## config.mk

```make
export PLATFORM = sky130hd
export DESIGN_NAME = fetch_unit_flat
export DESIGN_NICKNAME = d
export VERILOG_FILES = /design/src/rtl/cpu_pkg.sv /design/src/rtl/fetch_unit_if.sv /design/src/rtl/fetch_fifo.sv /design/src/rtl/fetch_unit.sv /design/src/flat_wrapper.sv
export SDC_FILE = /design/constraint.sdc
export NUM_CORES = 1
export LEC_CHECK = 0
export BUFFER_PORTS_ARGS = -buffer_cell sky130_fd_sc_hd__clkbuf_2
export CAP_MARGIN = 25
export CORE_MARGIN = 2
export CORE_UTILIZATION = 35
export CTS_BUF_LIST = sky130_fd_sc_hd__clkbuf_8
export CTS_CLUSTER_SIZE = 25
export DETAILED_ROUTE_END_ITERATION = 6
export SYNTH_ARGS = -nofsm -noshare
export SYNTH_HDL_FRONTEND = slang
export SYNTH_SLANG_ARGS = --single-unit
```

## constraint.sdc

```tcl
create_clock -name clk -period 4.2 [get_ports clk]
set_clock_uncertainty 0.05 [all_clocks]
set_input_delay 0.42 -clock clk [delete_from_list [all_inputs] [get_ports clk]]
set_output_delay 0.42 -clock clk [all_outputs]
set_load 0.05 [all_outputs]
```

## src/rtl/cpu_pkg.sv

```systemverilog
`default_nettype none
// +----------------------------------------------------------------------+
// | Package : cpu_pkg                                                    |
// | Shared CPU constants, fetch buffer entry type and helpers used by   |
// | fetch and decode.                                                    |
// | Revision: 1.0  initial release                                      |
// +----------------------------------------------------------------------+
package cpu_pkg;

  localparam int XLEN = 32;
  localparam logic [XLEN-1:0] INST_NOP         = 32'h0000_0013;
  localparam logic [XLEN-1:0] RESET_PC_DEFAULT = 32'h0000_0000;

  // Major opcodes shared with decode / immediate generation.
  localparam logic [6:0] OPC_LUI    = 7'b0110111;
  localparam logic [6:0] OPC_AUIPC  = 7'b0010111;
  localparam logic [6:0] OPC_JAL    = 7'b1101111;
  localparam logic [6:0] OPC_JALR   = 7'b1100111;
  localparam logic [6:0] OPC_BRANCH = 7'b1100011;
  localparam logic [6:0] OPC_LOAD   = 7'b0000011;
  localparam logic [6:0] OPC_STORE  = 7'b0100011;
  localparam logic [6:0] OPC_OP_IMM = 7'b0010011;
  localparam logic [6:0] OPC_OP     = 7'b0110011;

  typedef struct packed {
    logic [XLEN-1:0] pc;
    logic [XLEN-1:0] inst;
  } fetch_entry_t;

  // Drop the byte offset so every fetch address is word aligned.
  function automatic logic [XLEN-1:0] word_align(input logic [XLEN-1:0] a);
    return {a[XLEN-1:2], 2'b00};
  endfunction

endpackage
`default_nettype wire

```

## src/rtl/fetch_unit_if.sv

```systemverilog
`default_nettype none
// +----------------------------------------------------------------------+
// | Interface : fetch_unit_if                                            |
// | Instruction-memory request/response, redirect and decode-side       |
// | handshake signals of the fetch stage.                               |
// | Revision: 1.0  initial release                                      |
// +----------------------------------------------------------------------+
interface fetch_unit_if;
  import cpu_pkg::*;

  logic            imem_req_valid;
  logic            imem_req_ready;
  logic [XLEN-1:0] imem_req_addr;
  logic            imem_resp_valid;
  logic [XLEN-1:0] imem_resp_data;
  logic            redirect_valid;
  logic [XLEN-1:0] redirect_pc;
  logic            out_valid;
  logic            out_ready;
  logic [XLEN-1:0] out_inst;
  logic [XLEN-1:0] out_pc;

  // Fetch stage side.
  modport master (
    output imem_req_valid, imem_req_addr, out_valid, out_inst, out_pc,
    input  imem_req_ready, imem_resp_valid, imem_resp_data,
           redirect_valid, redirect_pc, out_ready
  );

  // Memory / decode / branch-resolution side.
  modport slave (
    input  imem_req_valid, imem_req_addr, out_valid, out_inst, out_pc,
    output imem_req_ready, imem_resp_valid, imem_resp_data,
           redirect_valid, redirect_pc, out_ready
  );
endinterface
`default_nettype wire

```

## src/rtl/fetch_fifo.sv

```systemverilog
`default_nettype none
// +----------------------------------------------------------------------+
// | Module : fetch_fifo                                                  |
// | In-order {pc, inst} buffer. No bypass; flush overrides push/pop.    |
// | Revision: 1.0  initial release                                      |
// +----------------------------------------------------------------------+
module fetch_fifo
  import cpu_pkg::*;
#(
  parameter int DEPTH = 2,
  parameter int CW    = $clog2(DEPTH + 1)
) (
  input  logic         clk,
  input  logic         rst,
  input  logic         push,
  input  fetch_entry_t push_data,
  input  logic         pop,
  input  logic         flush,
  output fetch_entry_t head,
  output logic [CW-1:0] count,
  output logic         full,
  output logic         empty
);
  localparam int IW = (DEPTH > 1) ? $clog2(DEPTH) : 1;

  fetch_entry_t  mem_q [DEPTH];
  fetch_entry_t  mem_d [DEPTH];
  logic [IW-1:0] rd_q, rd_d, wr_q, wr_d;
  logic [CW-1:0] count_q, count_d;
  logic          do_push, do_pop;

  function automatic logic [IW-1:0] ptr_inc(input logic [IW-1:0] p);
    return (p == IW'(DEPTH - 1)) ? '0 : p + IW'(1);
  endfunction

  assign full  = (count_q == CW'(DEPTH));
  assign empty = (count_q == '0);
  assign count = count_q;
  assign head  = mem_q[rd_q];

  // A push at full is only taken when a pop frees the head slot the same cycle.
  always_comb begin
    do_pop  = pop && !empty;
    do_push = push && (!full || do_pop);
    mem_d   = mem_q;
    rd_d    = rd_q;
    wr_d    = wr_q;
    count_d = count_q;
    if (flush) begin
      rd_d    = '0;
      wr_d    = '0;
      count_d = '0;
    end else begin
      if (do_push) begin
        mem_d[wr_q] = push_data;
        wr_d        = ptr_inc(wr_q);
      end
      if (do_pop) begin
        rd_d = ptr_inc(rd_q);
      end
      count_d = count_q + CW'(do_push) - CW'(do_pop);
    end
  end

  // Pointer/count registers; storage needs no reset.
  always_ff @(posedge clk) begin
    mem_q <= mem_d;
    if (rst) begin
      rd_q    <= '0;
      wr_q    <= '0;
      count_q <= '0;
    end else begin
      rd_q    <= rd_d;
      wr_q    <= wr_d;
      count_q <= count_d;
    end
  end
endmodule
`default_nettype wire

```

## src/rtl/fetch_unit.sv

```systemverilog
`default_nettype none
// +----------------------------------------------------------------------+
// | Module : fetch_unit                                                  |
// | Owns the fetch PC, issues credit-limited word requests, buffers     |
// | responses in order and hands {pc, inst} to decode. Redirect flushes |
// | the buffer and drops responses already in flight.                   |
// | Revision: 1.0  initial release                                      |
// +----------------------------------------------------------------------+
module fetch_unit
  import cpu_pkg::*;
#(
  parameter logic [XLEN-1:0] RESET_PC = RESET_PC_DEFAULT,
  parameter int              DEPTH    = 2
) (
  input  logic         clk,
  input  logic         rst,
  fetch_unit_if.master bus
);
  localparam int          CW      = $clog2(DEPTH + 1);
  localparam logic [CW:0] DEPTH_W = (CW + 1)'(DEPTH);

  logic [XLEN-1:0] fetch_pc_q, fetch_pc_d;
  logic [XLEN-1:0] resp_pc_q, resp_pc_d;
  logic [CW-1:0]   outstanding_q, outstanding_d;
  logic [CW-1:0]   drop_q, drop_d;

  logic [CW-1:0]   fifo_count;
  logic            fifo_full, fifo_empty;
  fetch_entry_t    fifo_head, push_entry;
  logic [CW:0]     inflight;
  logic            req_valid, accept, resp_push, out_pop, head_valid;

  // Credit: words requested but not yet returned plus words buffered.
  assign inflight   = {1'b0, outstanding_q} + {1'b0, fifo_count};
  assign req_valid  = !rst && !bus.redirect_valid && (inflight < DEPTH_W);
  assign accept     = req_valid && bus.imem_req_ready;
  assign resp_push  = bus.imem_resp_valid && !bus.redirect_valid && (drop_q == '0);
  assign head_valid = !rst && !fifo_empty;
  assign out_pop    = head_valid && bus.out_ready && !bus.redirect_valid;
  assign push_entry = '{pc: resp_pc_q, inst: bus.imem_resp_data};

  assign bus.imem_req_valid = req_valid;
  assign bus.imem_req_addr  = fetch_pc_q;
  assign bus.out_valid      = head_valid;
  assign bus.out_inst       = head_valid ? fifo_head.inst : INST_NOP;
  assign bus.out_pc         = head_valid ? fifo_head.pc   : '0;

  // Next PC / credit / drop accounting; a redirect overrides everything else.
  always_comb begin
    fetch_pc_d    = fetch_pc_q;
    resp_pc_d     = resp_pc_q;
    outstanding_d = outstanding_q;
    drop_d        = drop_q;
    if (bus.redirect_valid) begin
      fetch_pc_d    = word_align(bus.redirect_pc);
      resp_pc_d     = word_align(bus.redirect_pc);
      outstanding_d = outstanding_q - CW'(bus.imem_resp_valid);
      drop_d        = outstanding_q - CW'(bus.imem_resp_valid);
    end else begin
      if (accept) begin
        fetch_pc_d = fetch_pc_q + 32'd4;
      end
      outstanding_d = outstanding_q + CW'(accept) - CW'(bus.imem_resp_valid);
      if (bus.imem_resp_valid) begin
        if (drop_q != '0) begin
          drop_d = drop_q - CW'(1);
        end else begin
          resp_pc_d = resp_pc_q + 32'd4;
        end
      end
    end
  end

  // Fetch state registers.
  always_ff @(posedge clk) begin
    if (rst) begin
      fetch_pc_q    <= RESET_PC;
      resp_pc_q     <= RESET_PC;
      outstanding_q <= '0;
      drop_q        <= '0;
    end else begin
      fetch_pc_q    <= fetch_pc_d;
      resp_pc_q     <= resp_pc_d;
      outstanding_q <= outstanding_d;
      drop_q        <= drop_d;
    end
  end

  // Credit accounting means a response never lands on a full buffer without a pop.
  always_ff @(posedge clk) begin
    if (!rst) begin
      assert (!(resp_push && fifo_full && !out_pop));
    end
  end

  fetch_fifo #(
    .DEPTH (DEPTH),
    .CW    (CW)
  ) u_fifo (
    .clk       (clk),
    .rst       (rst),
    .push      (resp_push),
    .push_data (push_entry),
    .pop       (out_pop),
    .flush     (bus.redirect_valid),
    .head      (fifo_head),
    .count     (fifo_count),
    .full      (fifo_full),
    .empty     (fifo_empty)
  );
endmodule
`default_nettype wire

```

## src/flat_wrapper.sv

```systemverilog
// flat-port wrapper written by rule: the top's interface ports become plain ports
module fetch_unit_flat import cpu_pkg::*;
#(
  parameter logic [XLEN-1:0] RESET_PC = RESET_PC_DEFAULT,
  parameter int              DEPTH    = 2
)
  (clk, rst, bus_imem_req_valid, bus_imem_req_addr, bus_out_valid, bus_out_inst, bus_out_pc, bus_imem_req_ready, bus_imem_resp_valid, bus_imem_resp_data, bus_redirect_valid, bus_redirect_pc, bus_out_ready);
  fetch_unit_if bus_i ();
  input  logic clk;
  input  logic rst;
  output wire logic [$bits(bus_i.imem_req_valid)-1:0] bus_imem_req_valid;
  output wire logic [$bits(bus_i.imem_req_addr)-1:0] bus_imem_req_addr;
  output wire logic [$bits(bus_i.out_valid)-1:0] bus_out_valid;
  output wire logic [$bits(bus_i.out_inst)-1:0] bus_out_inst;
  output wire logic [$bits(bus_i.out_pc)-1:0] bus_out_pc;
  input wire logic [$bits(bus_i.imem_req_ready)-1:0] bus_imem_req_ready;
  input wire logic [$bits(bus_i.imem_resp_valid)-1:0] bus_imem_resp_valid;
  input wire logic [$bits(bus_i.imem_resp_data)-1:0] bus_imem_resp_data;
  input wire logic [$bits(bus_i.redirect_valid)-1:0] bus_redirect_valid;
  input wire logic [$bits(bus_i.redirect_pc)-1:0] bus_redirect_pc;
  input wire logic [$bits(bus_i.out_ready)-1:0] bus_out_ready;
  assign bus_imem_req_valid = bus_i.imem_req_valid;
  assign bus_imem_req_addr = bus_i.imem_req_addr;
  assign bus_out_valid = bus_i.out_valid;
  assign bus_out_inst = bus_i.out_inst;
  assign bus_out_pc = bus_i.out_pc;
  assign bus_i.imem_req_ready = bus_imem_req_ready;
  assign bus_i.imem_resp_valid = bus_imem_resp_valid;
  assign bus_i.imem_resp_data = bus_imem_resp_data;
  assign bus_i.redirect_valid = bus_redirect_valid;
  assign bus_i.redirect_pc = bus_redirect_pc;
  assign bus_i.out_ready = bus_out_ready;
  fetch_unit #(.RESET_PC(RESET_PC), .DEPTH(DEPTH)) u_core (.clk(clk), .rst(rst), .bus(bus_i));
endmodule
```

==> results_dict.tcl <==
set metrics [dict create \
    postCtsHoldBufs 0 \
    leakage_nw 3.55 \
    ys_top_cells_by_area "edfxtp_1 (43%), dfxtp_1 (16%), mux2i_1 (7.4%)" \
    postCtsResizedCells 0 \
    fin_util 0.419 \
    worstMarginPinSlew_ns 1.04 \
    setup_violations 0 \
    async_flop_share 0 \
    slowest_delay_ns 0.66 \
    fin_setup_tns_ns 0 \
    synth_top_area_share 0.429 \
    maxCapViolCount 0 \
    synth.most_common_cell "edfxtp_1" \
    place_ws_ns 1.08 \
    yosys_warnings 0 \
    path_cells "inv_1 -> nor2_1 -> fa_1 -> or3b_1 -> buf_4 -> or4_4 -> or4_1 -> a31oi_1" \
    path_buf_inv 2 \
    synth.distinct_cells 61 \
    fp.dieH_um 161 \
    power.density_nw_per_um2 364 \
    finalCritPeriodShare 0.748 \
    syn_area_um2 8680 \
    max_freq_mhz 318 \
    drv_slew 0 \
    synth_edf_count 124 \
    met3_usage 0.0311 \
    start_util 0.357 \
    io_pins 168 \
    cts_setup_buffers 0 \
    crit_arrival_ns 3.48 \
    ir_drop_mv 0.166 \
    drtIter0Drc 492 \
    ys_seq_area_frac 0.586 \
    clock_sinks 192 \
    syn_area_per_cell_um2 11.2 \
    critPathLaunchType "flop" \
    layout-drive-gt1-share 0.229 \
    postLayoutSetupSlackWorst_ns 1.06 \
    grt_first_pass_wirelength_mm 32.8 \
    cts_root_buffer "clkbuf_8" \
    crit_path_end_kind "flop" \
    dieArea_um2 26100 \
    clock_path_buffers 2 \
    met2_usage 0.233 \
    grt_max_degree 63 \
    min_from "bus_imem_resp_data[2]" \
    slew_headroom 0.305 \
    diodes 0 \
    drtAntennaViolNets 0 \
    crit_fanout 22 \
    dieWidth_um 161 \
    cp_num_cells 8 \
    whs_path_depth 1 \
    htree_levels 4 \
    clk_pin_slew_ns 0.10 \
    yosysTopAreaCell "edfxtp_1" \
    wl_mm 21.4 \
    cp.required_ns 4.53 \
    synth_ff_type "edfxtp_1" \
    reg2reg_depth 8 \
    r2r_start "u_core.u_fifo.count[0]" \
    criticalPathCategory "reg2reg" \
    cts_buffers 17 \
    drc 0 \
    met1_usage 0.244 \
    place_congestion 0.850 \
    grt-busiest-layer "met1" \
    wl_per_cell_um 17.1 \
    cts_tree "yes" \
    grt_util_all_layers 0.162 \
    period_needed_ns 3.14 \
    hold_viol_final 0 \
    worstSkewPairLatency_ns 0.46 \
    rsz0062_at_grt "false" \
    crit_start "u_core.u_fifo.count[0]" \
    finish.net_count 997 \
    critPathTopFamily "simple AND/OR/NAND/NOR gates" \
    antenna_found_initial 0 \
    syn2layout_area_growth_pct 17.3 \
    netlist_instances 776 \
    overflow 0 \
    coreArea_um2 24300 \
    worst_hold_path_type "in2reg" \
    dr.pass1.iters 4 \
    grt_pass1_vias 5893 \
    slowest_stage "or4_4" \
    post_drt_via_cell_ratio 5.24 \
    vias 6581 \
    synth.top_cells.by_count "edfxtp_1 (124), nor2_1 (93), dfxtp_1 (68)" \
    rows 57 \
    port_buffers 161 \
    status "completed" \
    synth_seq_cells 192 \
    dp_hpwl_mm 14.9 \
]
cells by family (layout without fill, tap and decap cells):
logic type      Yosys count  in the layout  synth area share
compound gates          132            132             0.104
xor+xnor                 18             18            0.0182
fa+ha+maj                 8              8            0.0124
buf+inv                  69            222            0.0326
flops                   192            192             0.586
mux                      64             64            0.0738
other cells               1              4          0.000432
simple gates            292            292             0.173
report_power, final:
part           internal [mW]  switching, mW  leakage [nW]
Sequential              2.10         0.0783          1.71
Clock                  0.430          0.699         0.188
Combinational          0.128          0.280          1.66
per-layer routing:
metal / vias up / share of wire
met5: - / 0
met4: 0 / 0.013
met3: 21 / 0.066
met2: 255 / 0.43
met1: 3078 / 0.50
li1: 3227 / -
stage by stage:
stage | area [um2] | power [mW] | std cells | hold slack [ns]
final | 10200 | 3.71 | 1256 | 0.101
after global routing | 10200 | 3.87 | 1256 | 0.0677
after CTS | 10200 | 3.75 | 1256 | 0.0663
after detailed placement | 9820 | 2.63 | 1224 | 0.451
after global placement | 9820 | 2.62 | 1224 | 0.441
after floorplan | 8690 | 2.48 | 779 | 0.374
registers in the layout, summed over array words and instances, names as in the netlist:
signal	cells
u_core.bus.imem_req_addr	30
u_core.drop_q	2
u_core.outstanding_q	2
u_core.resp_pc_q	30
u_core.u_fifo.count	2
u_core.u_fifo.mem_q	124
u_core.u_fifo.rd_q	1
u_core.u_fifo.wr_q	1
area by class of cell:
cell class / instances / area, um2
Sequential cell: 192 / 5090
Clock inverter: 15 / 129
Multi-Input combinational cell: 518 / 3340
Inverter: 17 / 63.8
Clock buffer: 17 / 234
Timing Repair Buffer: 173 / 921
Fill cell: 2373 / 14100
Tap cell: 324 / 405
final timing paths:
path,endpoint,slack (ns)
worst max register to register,u_core.bus.imem_req_addr[26],1.06
worst min-delay path,u_core.u_fifo.mem_q[2],0.10
worst max-delay path,u_core.bus.imem_req_addr[26],1.06
worst min register to register,u_core.u_fifo.mem_q[58],0.47
cell usage in the layout, fill, tap and decap left out, types with 5 or more instances in the layout:
cell      netlist  layout
edfxtp_1      124     124
and2_1          7       6
dfxtp_1        68      67
a311oi_1        7       7
buf_4           4      10
clkbuf_8        0      17
nand2_1        53      53
o21ai_0        23      23
mux2i_1        64      64
clkinv_4        0       6
inv_1          16      16
xnor2_1        12      12
o31ai_1        11      11
or3_1          11      11
nor4_1         14      14
nand4_1        27      27
or4_1          17      17
o211ai_1        5       5
o21a_1          5       5
and4_1         12      12
a211oi_1       12      12
a21oi_1        15      15
o31a_1          5       5
clkbuf_2        0     161
ha_1            7       7
nand3_1        22      22
nor3_1          8       8
and3_1         11      11
a31oi_1        25      25
xor2_1          6       6
nor2_1         93      92
No activity file was read; power rests on OpenSTA's default activity.
